File: config.mk
export PLATFORM = sky130hd
export DESIGN_NAME = amo_sequencer
export DESIGN_NICKNAME = d
export VERILOG_FILES = /design/src/rtl/amo_sequencer_pkg.sv /design/src/rtl/amo_sequencer_reservation.sv /design/src/rtl/amo_sequencer.sv
export SDC_FILE = /design/constraint.sdc
export NUM_CORES = 1
export LEC_CHECK = 0
export CORE_ASPECT_RATIO = 1.1
export CORE_MARGIN = 2
export CORE_UTILIZATION = 31
export DETAILED_ROUTE_END_ITERATION = 6
export MAX_ROUTING_LAYER = met4
export SKIP_CTS_REPAIR_TIMING = 1
export SLEW_MARGIN = 20
export SYNTH_ARGS = -nofsm -noshare
export SYNTH_HDL_FRONTEND = slang
export SYNTH_SLANG_ARGS = --single-unit
File: constraint.sdc
create_clock -name clk -period 2.8 [get_ports clk]
set_input_delay 0.42 -clock clk [delete_from_list [all_inputs] [get_ports clk]]
set_output_delay 0.42 -clock clk [all_outputs]
set_load 0.01 [all_outputs]
File: src/rtl/amo_sequencer_pkg.sv
// Shared types and constants for the RV32A atomic sequencer.
package amo_sequencer_pkg;

    localparam int AMO_XLEN     = 32;
    localparam int AMO_RESV_LSB = 2;
    localparam int AMO_OP_WIDTH = 4;

    // Atomic operation codes driven into the ALU decoder
    localparam logic [AMO_OP_WIDTH-1:0] AMO_OP_LR   = 4'd0;
    localparam logic [AMO_OP_WIDTH-1:0] AMO_OP_SC   = 4'd1;
    localparam logic [AMO_OP_WIDTH-1:0] AMO_OP_SWAP = 4'd2;
    localparam logic [AMO_OP_WIDTH-1:0] AMO_OP_ADD  = 4'd3;
    localparam logic [AMO_OP_WIDTH-1:0] AMO_OP_XOR  = 4'd4;
    localparam logic [AMO_OP_WIDTH-1:0] AMO_OP_AND  = 4'd5;
    localparam logic [AMO_OP_WIDTH-1:0] AMO_OP_OR   = 4'd6;
    localparam logic [AMO_OP_WIDTH-1:0] AMO_OP_MIN  = 4'd7;
    localparam logic [AMO_OP_WIDTH-1:0] AMO_OP_MAX  = 4'd8;
    localparam logic [AMO_OP_WIDTH-1:0] AMO_OP_MINU = 4'd9;
    localparam logic [AMO_OP_WIDTH-1:0] AMO_OP_MAXU = 4'd10;

    typedef enum logic [2:0] {
        ST_IDLE   = 3'd0,
        ST_LOAD   = 3'd1,
        ST_MODIFY = 3'd2,
        ST_STORE  = 3'd3,
        ST_DONE   = 3'd4
    } amo_state_t;

endpackage

File: src/rtl/amo_sequencer_reservation.sv
// LR/SC reservation: one valid bit plus the reserved word tag.
// Clearing sources always beat a same-cycle set.
module amo_reservation
    import amo_sequencer_pkg::*;
#(
    parameter int TAG_W = AMO_XLEN - AMO_RESV_LSB
) (
    input  logic             clk,
    input  logic             resetn,
    input  logic             set_en,
    input  logic [TAG_W-1:0] set_tag,
    input  logic [TAG_W-1:0] chk_tag,
    input  logic             sc_exec,
    input  logic             store_exec,
    input  logic             resv_clear,
    output logic             sc_ok
);

    logic             valid_q, valid_d;
    logic [TAG_W-1:0] tag_q, tag_d;
    logic             match;

    assign match = valid_q && (tag_q == chk_tag);
    // An external clear arriving with the SC check makes the SC fail
    assign sc_ok = match && !resv_clear;

    // Next reservation: set by LR, then any clearing source overrides it
    always_comb begin
        valid_d = valid_q;
        tag_d   = tag_q;
        if (set_en) begin
            valid_d = 1'b1;
            tag_d   = set_tag;
        end
        if (sc_exec || (store_exec && match) || resv_clear) begin
            valid_d = 1'b0;
        end
    end

    // Reservation register
    always_ff @(posedge clk or negedge resetn) begin
        if (!resetn) begin
            valid_q <= 1'b0;
            tag_q   <= '0;
        end else begin
            valid_q <= valid_d;
            tag_q   <= tag_d;
        end
    end

endmodule

File: src/rtl/amo_sequencer.sv
// Multi-cycle read-modify-write sequencer for LR.W / SC.W / AMO*.W.
//
// state  | meaning
// IDLE   | waiting for start
// LOAD   | word read outstanding on the memory port
// MODIFY | one cycle: ALU (or local max / rs2) forms the store word
// STORE  | word write outstanding on the memory port
// DONE   | one-cycle completion pulse with rd_data
module amo_sequencer
    import amo_sequencer_pkg::*;
#(
    parameter int XLEN     = AMO_XLEN,
    parameter int RESV_LSB = AMO_RESV_LSB
) (
    input  logic                    clk,
    input  logic                    resetn,
    input  logic                    start,
    input  logic [AMO_OP_WIDTH-1:0] amo_op,
    input  logic [XLEN-1:0]         addr,
    input  logic [XLEN-1:0]         rs2,
    input  logic                    resv_clear,
    output logic                    mem_valid,
    input  logic                    mem_ready,
    output logic                    mem_wr,
    output logic [XLEN-1:0]         mem_addr,
    output logic [XLEN-1:0]         mem_wdata,
    input  logic [XLEN-1:0]         mem_rdata,
    output logic [AMO_OP_WIDTH-1:0] AMOop,
    output logic [XLEN-1:0]         alu_a,
    output logic [XLEN-1:0]         alu_b,
    input  logic [XLEN-1:0]         alu_result,
    output logic [XLEN-1:0]         rd_data,
    output logic                    done,
    output logic                    busy,
    output logic                    misaligned
);

    localparam int TAG_W = XLEN - RESV_LSB;
    localparam int WA_W  = XLEN - 2;

    amo_state_t              state_q, state_d;
    logic [AMO_OP_WIDTH-1:0] op_q, op_d;
    logic [WA_W-1:0]         waddr_q, waddr_d;
    logic [XLEN-1:0]         rs2_q, rs2_d;
    logic [XLEN-1:0]         load_q, load_d;
    logic [XLEN-1:0]         store_q, store_d;
    logic [XLEN-1:0]         rd_q, rd_d;
    logic                    misal_q, misal_d;

    logic             accept;
    logic             aligned;
    logic             sc_ok;
    logic             sc_exec;
    logic             set_en;
    logic             store_exec;
    logic [TAG_W-1:0] cur_tag;
    logic [TAG_W-1:0] chk_tag;
    logic [XLEN-1:0]  max_val;

    assign accept  = (state_q == ST_IDLE) && start;
    assign aligned = (addr[1:0] == 2'b00);
    assign cur_tag = waddr_q[WA_W-1:RESV_LSB-2];
    // In IDLE the SC check needs the incoming address; later phases use the latched one
    assign chk_tag = (state_q == ST_IDLE) ? addr[XLEN-1:RESV_LSB] : cur_tag;

    assign sc_exec    = accept && aligned && (amo_op == AMO_OP_SC);
    assign set_en     = (state_q == ST_LOAD) && mem_ready && (op_q == AMO_OP_LR);
    assign store_exec = (state_q == ST_STORE) && mem_ready && (op_q != AMO_OP_SC);

    // MAX.W is resolved here rather than by the shared ALU
    assign max_val = ($signed(load_q) > $signed(rs2_q)) ? load_q : rs2_q;

    amo_reservation #(
        .TAG_W (TAG_W)
    ) u_resv (
        .clk        (clk),
        .resetn     (resetn),
        .set_en     (set_en),
        .set_tag    (cur_tag),
        .chk_tag    (chk_tag),
        .sc_exec    (sc_exec),
        .store_exec (store_exec),
        .resv_clear (resv_clear),
        .sc_ok      (sc_ok)
    );

    // State register
    always_ff @(posedge clk or negedge resetn) begin
        if (!resetn) begin
            state_q <= ST_IDLE;
        end else begin
            state_q <= state_d;
        end
    end

    // Next-state logic
    always_comb begin
        state_d = state_q;
        case (state_q)
            ST_IDLE: begin
                if (start) begin
                    if (!aligned) begin
                        state_d = ST_DONE;
                    end else if (amo_op == AMO_OP_SC) begin
                        state_d = sc_ok ? ST_STORE : ST_DONE;
                    end else begin
                        state_d = ST_LOAD;
                    end
                end
            end
            ST_LOAD: begin
                if (mem_ready) begin
                    state_d = (op_q == AMO_OP_LR) ? ST_DONE : ST_MODIFY;
                end
            end
            ST_MODIFY: state_d = ST_STORE;
            ST_STORE: begin
                if (mem_ready) begin
                    state_d = ST_DONE;
                end
            end
            ST_DONE:  state_d = ST_IDLE;
            default:  state_d = ST_IDLE;
        endcase
    end

    // Datapath register updates: operand capture, load data, store word, result
    always_comb begin
        op_d    = op_q;
        waddr_d = waddr_q;
        rs2_d   = rs2_q;
        load_d  = load_q;
        store_d = store_q;
        rd_d    = rd_q;
        misal_d = misal_q;
        case (state_q)
            ST_IDLE: begin
                if (start) begin
                    op_d    = amo_op;
                    waddr_d = addr[XLEN-1:2];
                    rs2_d   = rs2;
                    misal_d = !aligned;
                    // SC goes straight to STORE, so its store word is rs2 right away
                    store_d = rs2;
                    rd_d    = '0;
                    if (aligned && (amo_op == AMO_OP_SC) && !sc_ok) begin
                        rd_d = {{(XLEN-1){1'b0}}, 1'b1};
                    end
                end
            end
            ST_LOAD: begin
                if (mem_ready) begin
                    load_d = mem_rdata;
                    rd_d   = mem_rdata;
                end
            end
            ST_MODIFY: begin
                case (op_q)
                    AMO_OP_SWAP, AMO_OP_SC: store_d = rs2_q;
                    AMO_OP_MAX:             store_d = max_val;
                    default:                store_d = alu_result;
                endcase
            end
            default: ;
        endcase
    end

    // Datapath registers
    always_ff @(posedge clk or negedge resetn) begin
        if (!resetn) begin
            op_q    <= '0;
            waddr_q <= '0;
            rs2_q   <= '0;
            load_q  <= '0;
            store_q <= '0;
            rd_q    <= '0;
            misal_q <= 1'b0;
        end else begin
            op_q    <= op_d;
            waddr_q <= waddr_d;
            rs2_q   <= rs2_d;
            load_q  <= load_d;
            store_q <= store_d;
            rd_q    <= rd_d;
            misal_q <= misal_d;
        end
    end

    // State-decoded outputs; memory fields come from registers so they hold while stalled
    always_comb begin
        mem_valid  = 1'b0;
        mem_wr     = 1'b0;
        done       = 1'b0;
        rd_data    = '0;
        misaligned = 1'b0;
        busy       = (state_q != ST_IDLE);
        case (state_q)
            ST_LOAD:  mem_valid = 1'b1;
            ST_STORE: begin
                mem_valid = 1'b1;
                mem_wr    = 1'b1;
            end
            ST_DONE: begin
                done       = 1'b1;
                rd_data    = rd_q;
                misaligned = misal_q;
            end
            default: ;
        endcase
    end

    assign mem_addr  = {waddr_q, 2'b00};
    assign mem_wdata = store_q;
    assign AMOop     = op_q;
    assign alu_a     = load_q;
    assign alu_b     = rs2_q;

endmodule
* After elaboration in Yosys (flattened, before gate mapping)
Cells that the tools add are included.
Word-level totals: register bits after elaboration 197, latch bits 0, bits in writable memories 0, ROM bits 0, bits of input ports 137, output and inout port bits 169, logic and storage cells 79, memories kept 0
Cells by class: add/sub/neg operators 0, $mul 0, div/mod/pow operators 0, order comparisons 1, equal/unequal tests 13, shift-type cells 0, muxes and demuxes 24, bitwise logic cells 0, reductions and logical operators 31
Operator list (count):
- one-hot mux 32 bit (2 select lines) | 3
- two-way mux 32 bit | 5
- greater-than comparator 32 bit | 1
- equality test 30 bit | 1
- two-way mux 30 bit | 1
- two-way mux 3 bit | 7
- logical AND 1 bit | 12
- one-hot mux 3 bit (4 select lines) | 1
- equality test 4 x 1 -> 1 bit (second input constant) | 2
- two-way mux 1 bit | 7
- equality test 3 x 2 -> 1 bit (second input constant) | 2
- != test 2 bit (second input constant) | 3
- AND reduction 2 bit | 3
- AND reduction 3 bit | 2
- nonzero test 2 bit | 3
- equality test 4 x 2 -> 1 bit (second input constant) | 1
- equality test 4 bit (second input constant) | 1
- zero test 4 bit | 1
- != test 4 x 1 -> 1 bit (second input constant) | 1
- OR reduction 2 bit | 2
- equality test 3 x 1 -> 1 bit (second input constant) | 1
- equality test 3 bit (second input constant) | 1
- zero test 1 bit | 3
- zero test 3 bit | 1
- 3 further kinds | 4

* Depth between registers and ports, before layout
word-level depth 10, depth in mapped cells 12, mapped depth without buffers 10

* Hierarchy
A second synthesis with hierarchy kept.
Second synthesis, totals: cell total of the unflattened synthesis 1094, area, all modules 10697.8 um^2
By module, submodules not included:
- amo_sequencer | instances 1, cells each 984, area an instance 9210.1 um^2, sequential area each 4154.0 um^2
- amo_reservation | instances 1, cells each 110, area an instance 1487.7 um^2, sequential area each 775.7 um^2

* Worst setup path before layout
No wires, ideal clock.
path kind reg2reg, start register rs2_q[14] (netlist: alu_b[14]), end register store_q[0] (netlist: mem_wdata[0]), library setup time 0.101 ns, arrival time 2.512 ns, data required time 2.699 ns, slack 0.187 ns, stages on the path, launching flop included 13, path buffers 2, period minus slack after synthesis 2.613 ns, cells stage by stage dfrtp_1 -> inv_1 -> ha_1 -> a21oi_1 -> nand2_1 -> a21o_1 -> o41ai_1 -> o311ai_0 -> mux2_2 -> buf_2 -> buf_4 -> mux2i_1 -> o32ai_1
On the way: longest elaborated chain between the ends 4
RTL lines:
- start: declaration | line amo_sequencer.sv:44 | logic [XLEN-1:0] rs2_q, rs2_d;
- start signal: assignment | line amo_sequencer.sv:181 | rs2_q <= rs2_d;
- greater-than comparator 32 bit | line amo_sequencer.sv:71 | assign max_val = ($signed(load_q) > $signed(rs2_q)) ? load_q : rs2_q;
- two-way mux 32 bit | line amo_sequencer.sv:71
- one-hot mux 32 bit (2 select lines) | line amo_sequencer.sv:158 | case (op_q)
- one-hot mux 32 bit (2 select lines) | line amo_sequencer.sv:136 | case (state_q)
- end signal: assignment | line amo_sequencer.sv:183 | store_q <= store_d;
- end: declaration | line amo_sequencer.sv:46 | logic [XLEN-1:0] store_q, store_d;
No other way between the ends. A chain may end at the register's enable or synchronous reset.

* Worst setup path after layout
start register rs2_q[23] (netlist: alu_b[23]), end register store_q[17] (netlist: mem_wdata[17])
The elaborated chain is that of the path after synthesis.

==> impl_metrics.csv <==
group,metric,value,unit
yosys,synth_flop_cell,"dfrtp_1",
placement,numPlacedInstances,1784,
placement,pre_cts_worst_setup_slack,-10.0,ps
setup_path,critical_path.max_fanout,15,
drt,routed.top_layer,"met4",
global_routing,grtUsageTotal,0.219,
yosys,synth_seq_area_share,0.467,
setup_path,critPathArrivalTime,3070,ps
timing,rsz_0062_raised_after_global_routing,"yes",
drt,met1Wirelength,16600,um
placement,buffer_ports.inserted,303,
drt,number_of_vias_after_detailed_routing,9689,
clocking,worst_skew_late_latency,440,ps
drt,route.detailed.wl_per_inst,21.2,um
yosys,synth-edff-count,0,
yosys,ys.warnings.count,0,
pwr,power.static_leakage,6.87,nW
yosys,synth_simple_gate_area_share,0.147,
setup_path,critical_path_required,3120,ps
global_routing,globalRouteOverflowTotal,0,
floorplanning,die_w,180,um
timing,tightestPinTransition,982,ps
floorplanning,count_of_pins_on_the_block_boundary,306,
global_routing,grt_antenna_before_repair,5,
timing,layout_setup_ws,49.9,ps
yosys,synth.area.mux_share,0.0937,
timing,report.final.hold_viol_count,0,
floorplanning,rows,70,
yosys,synth-adder-area-share,0.0379,
drt,wl_met3,3250,um
global_routing,grt_first_pass_wirelength,58800,um
clocking,number_of_buffers_inserted_during_clock_tree_synthesis,17,
yosys,ys_seq_elements,197,
yosys,yosys.area_share.xor_xnor,0.0240,
yosys,area_fraction_in_compound_gates_after_synthesis,0.181,
drt,router_iterations_before_antenna_repair,5,
layout,areaGrowthSynthToFinish,43.9,%
yosys,syn-mean-instance-area,10.1,um^2
placement,hpwlAfterDp,27100,um
layout,fin_nets,1545,
drt,vias_per_cell,5.31,
drt,route.detailed.drc,0,
timing,achievable-frequency,364,MHz
timing,finalClockSkew,12.4,ps
clocking,clk_pin_slew,80,ps
clocking,tritoncts_clock_tree,"done",
timing,final_critical_path_share_of_the_clock_period,0.982,
yosys,synthesis.instances,1045,
layout,share_of_final_layout_standard_cells_stronger_than_drive_strength_1,0.133,
floorplanning,initial_utilization,0.316,
layout,final_core_utilization,0.454,
placement,dpl_cell_area,14500,um^2
global_routing,grt_start_max_net_pins,78,
floorplanning,die_h,198,um
drt,dr.first_iter.drc_count,673,
outcome,run_status,"finished, final reports clean",
floorplanning,core,33500,um^2
setup_path,critical_path.startpoint,"alu_b[23]",
timing,finalSetupViolations,0,
setup_path,startpoint_type,"flip-flop",
yosys,netlist-cell-type-count,56,
timing,slew-limit-headroom,0.344,
job,cap_viol_max_count,0,
yosys,combinational_family_with_the_most_area_after_synthesis,"compound AO/OA/AOI/OAI gates",
layout,post_layout_nonfiller_instances,1826,
layout,final_area,15200,um^2
setup_path,critical_path_class,"reg2reg",
timing,maxSlewViolCount,0,
clocking,htreeDepth,4,
setup_path,crit_path_end_kind,"flip-flop",
pwr,max-vdd-ir-drop,0.599,mV
setup_path,rr_startpoint,"alu_b[23]",
pwr,report.power.total,19.3,mW
timing,hold-worst-slack,17.9,ps
placement,routabilityCongestion,0.828,
min_path,hold_path.class,"in2async",
drt,wl_met2,18200,um
global_routing,vias_in_the_first_global_route,9880,
clocking,max-clock-path-buffers,2,
floorplanning,die_area,35600,um^2
yosys,ys_async_sr_fraction,1.00,
clocking,clock_sinks,197,
yosys,synth.cell_area,10600,um^2
drt,totalWireLength,38800,um
drt,postRouteAntennaNets,0,
timing,period_minus_slack,2750,ps
timing,fin_tns_setup,0,ps
clocking,root_buffer_master,"clkbuf_16",
pwr,pwr_density_cell,1270,nW/um^2
==> cell usage in the layout, fill, tap and decap left out, types with 4 or more instances in the layout <==
master,Yosys,routed
nand3_1,12,12
a21oi_1,15,15
nor3_1,9,6
xor2_1,18,18
o32ai_1,32,32
buf_12,0,8
nor2_1,42,41
a31oi_1,7,7
and2_1,36,35
clkdlybuf4s50_1,0,302
o22ai_1,6,6
diode_2,0,5
buf_4,5,73
nand4_1,9,9
dfrtp_1,197,195
a211oi_1,68,68
inv_1,52,52
clkinvlp_4,0,5
a22o_1,31,31
clkbuf_16,0,18
nand2_1,110,109
mux2i_1,37,37
nor2b_1,5,5
mux2_2,55,54
nor3_2,1,4
a21o_1,39,39
a221oi_1,5,4
o21ai_0,32,32
and3_1,66,66
xnor2_1,11,11
ha_1,32,32
==> layout make-up <==
class                   instances  area [um^2]
well taps                     432          541
multi-input cells             721         5180
repair buffers                386         3780
fillers                      3192        18300
inverters                      53          199
flip-flops and latches        197         4930
diodes                          5         12.5
clock inverters                11         95.1
clock buffers                  21          450
==> power breakdown <==
group | switching, mW | internal, mW
logic | 5.81 | 5.68
clock network | 1.20 | 1.19
registers | 1.13 | 4.26
==> metal layers <==
layer | vias to the layer above | track usage
met2 | 427 | 0.348
met5 | - | -
met3 | 37 | 0.0649
met4 | 0 | 0.0597
met1 | 4748 | 0.274
li1 | 4477 | -
==> cells by family after synthesis <==
group                      count (synthesis)
buffers and inverters                    128
DFF                                      197
adders and majority gates                 32
muxes                                     92
AOI/OAI and AO/OA                        258
and+or+nand+nor                          308
other                                      1
xor gates and xnor gates                  29
==> critical path, cell delays in order (launching register included) <==
cell and delay, ps:
dfrtp_1 390, inv_1 60, ha_1 310, and4_2 280, buf_4 140, and3_1 210
o41ai_2 70, o311ai_1 170, mux2_4 370, clkbuf_16 220, mux2i_1 140, o32ai_1 270
==> final timing paths <==
| path | slack, ps | endpoint | cells past startpoint |
|---|---|---|---|
| hold / removal | 20 | rd_q[20] | 1 |
| min in group clk | 490 | rd_q[24] | 1 |
| hold reg to reg | 490 | rd_q[24] | 1 |
| max in group asynchronous | 2030 | u_resv.tag_q[17] | 2 |
| setup reg to reg | 50 | mem_wdata[17] | 11 |
| setup / recovery | 50 | mem_wdata[17] | 11 |
==> flip-flops by register name, indices dropped and copies added, names as in the netlist <==
name and flops:
state_q 3, cur_tag 30, mem_wdata 32, misal_q 1
alu_b 32, AMOop 4, u_resv.tag_q 30, u_resv.valid_q 1
rd_q 32, alu_a 32
==> Yosys cell counts, types with 3 or more instances <==
cell type	instances	area, um^2
dfrtp_1	197	4930
nand2_1	110	413
a211oi_1	68	510
and3_1	66	413
clkbuf_1	62	233
mux2_2	55	619
inv_1	52	195
nor2_1	42	158
a21o_1	39	293
mux2i_1	37	370
and2_1	36	225
ha_1	32	400
o21ai_0	32	160
o32ai_1	32	280
a22o_1	31	272
xor2_1	18	158
a21oi_1	15	75.1
nand3_1	12	60.1
xnor2_1	11	96.3
nand4_1	9	56.3
nor3_1	9	45.0
a31oi_1	7	43.8
buf_2	7	35.0
o22ai_1	6	37.5
a221oi_1	5	43.8
buf_4	5	37.5
nor2b_1	5	31.3
o41ai_1	4	35.0
nand2b_1	3	18.8
o2111ai_1	3	26.3
o211ai_1	3	22.5
or4_1	3	22.5
(Power assumes the default switching activity.)
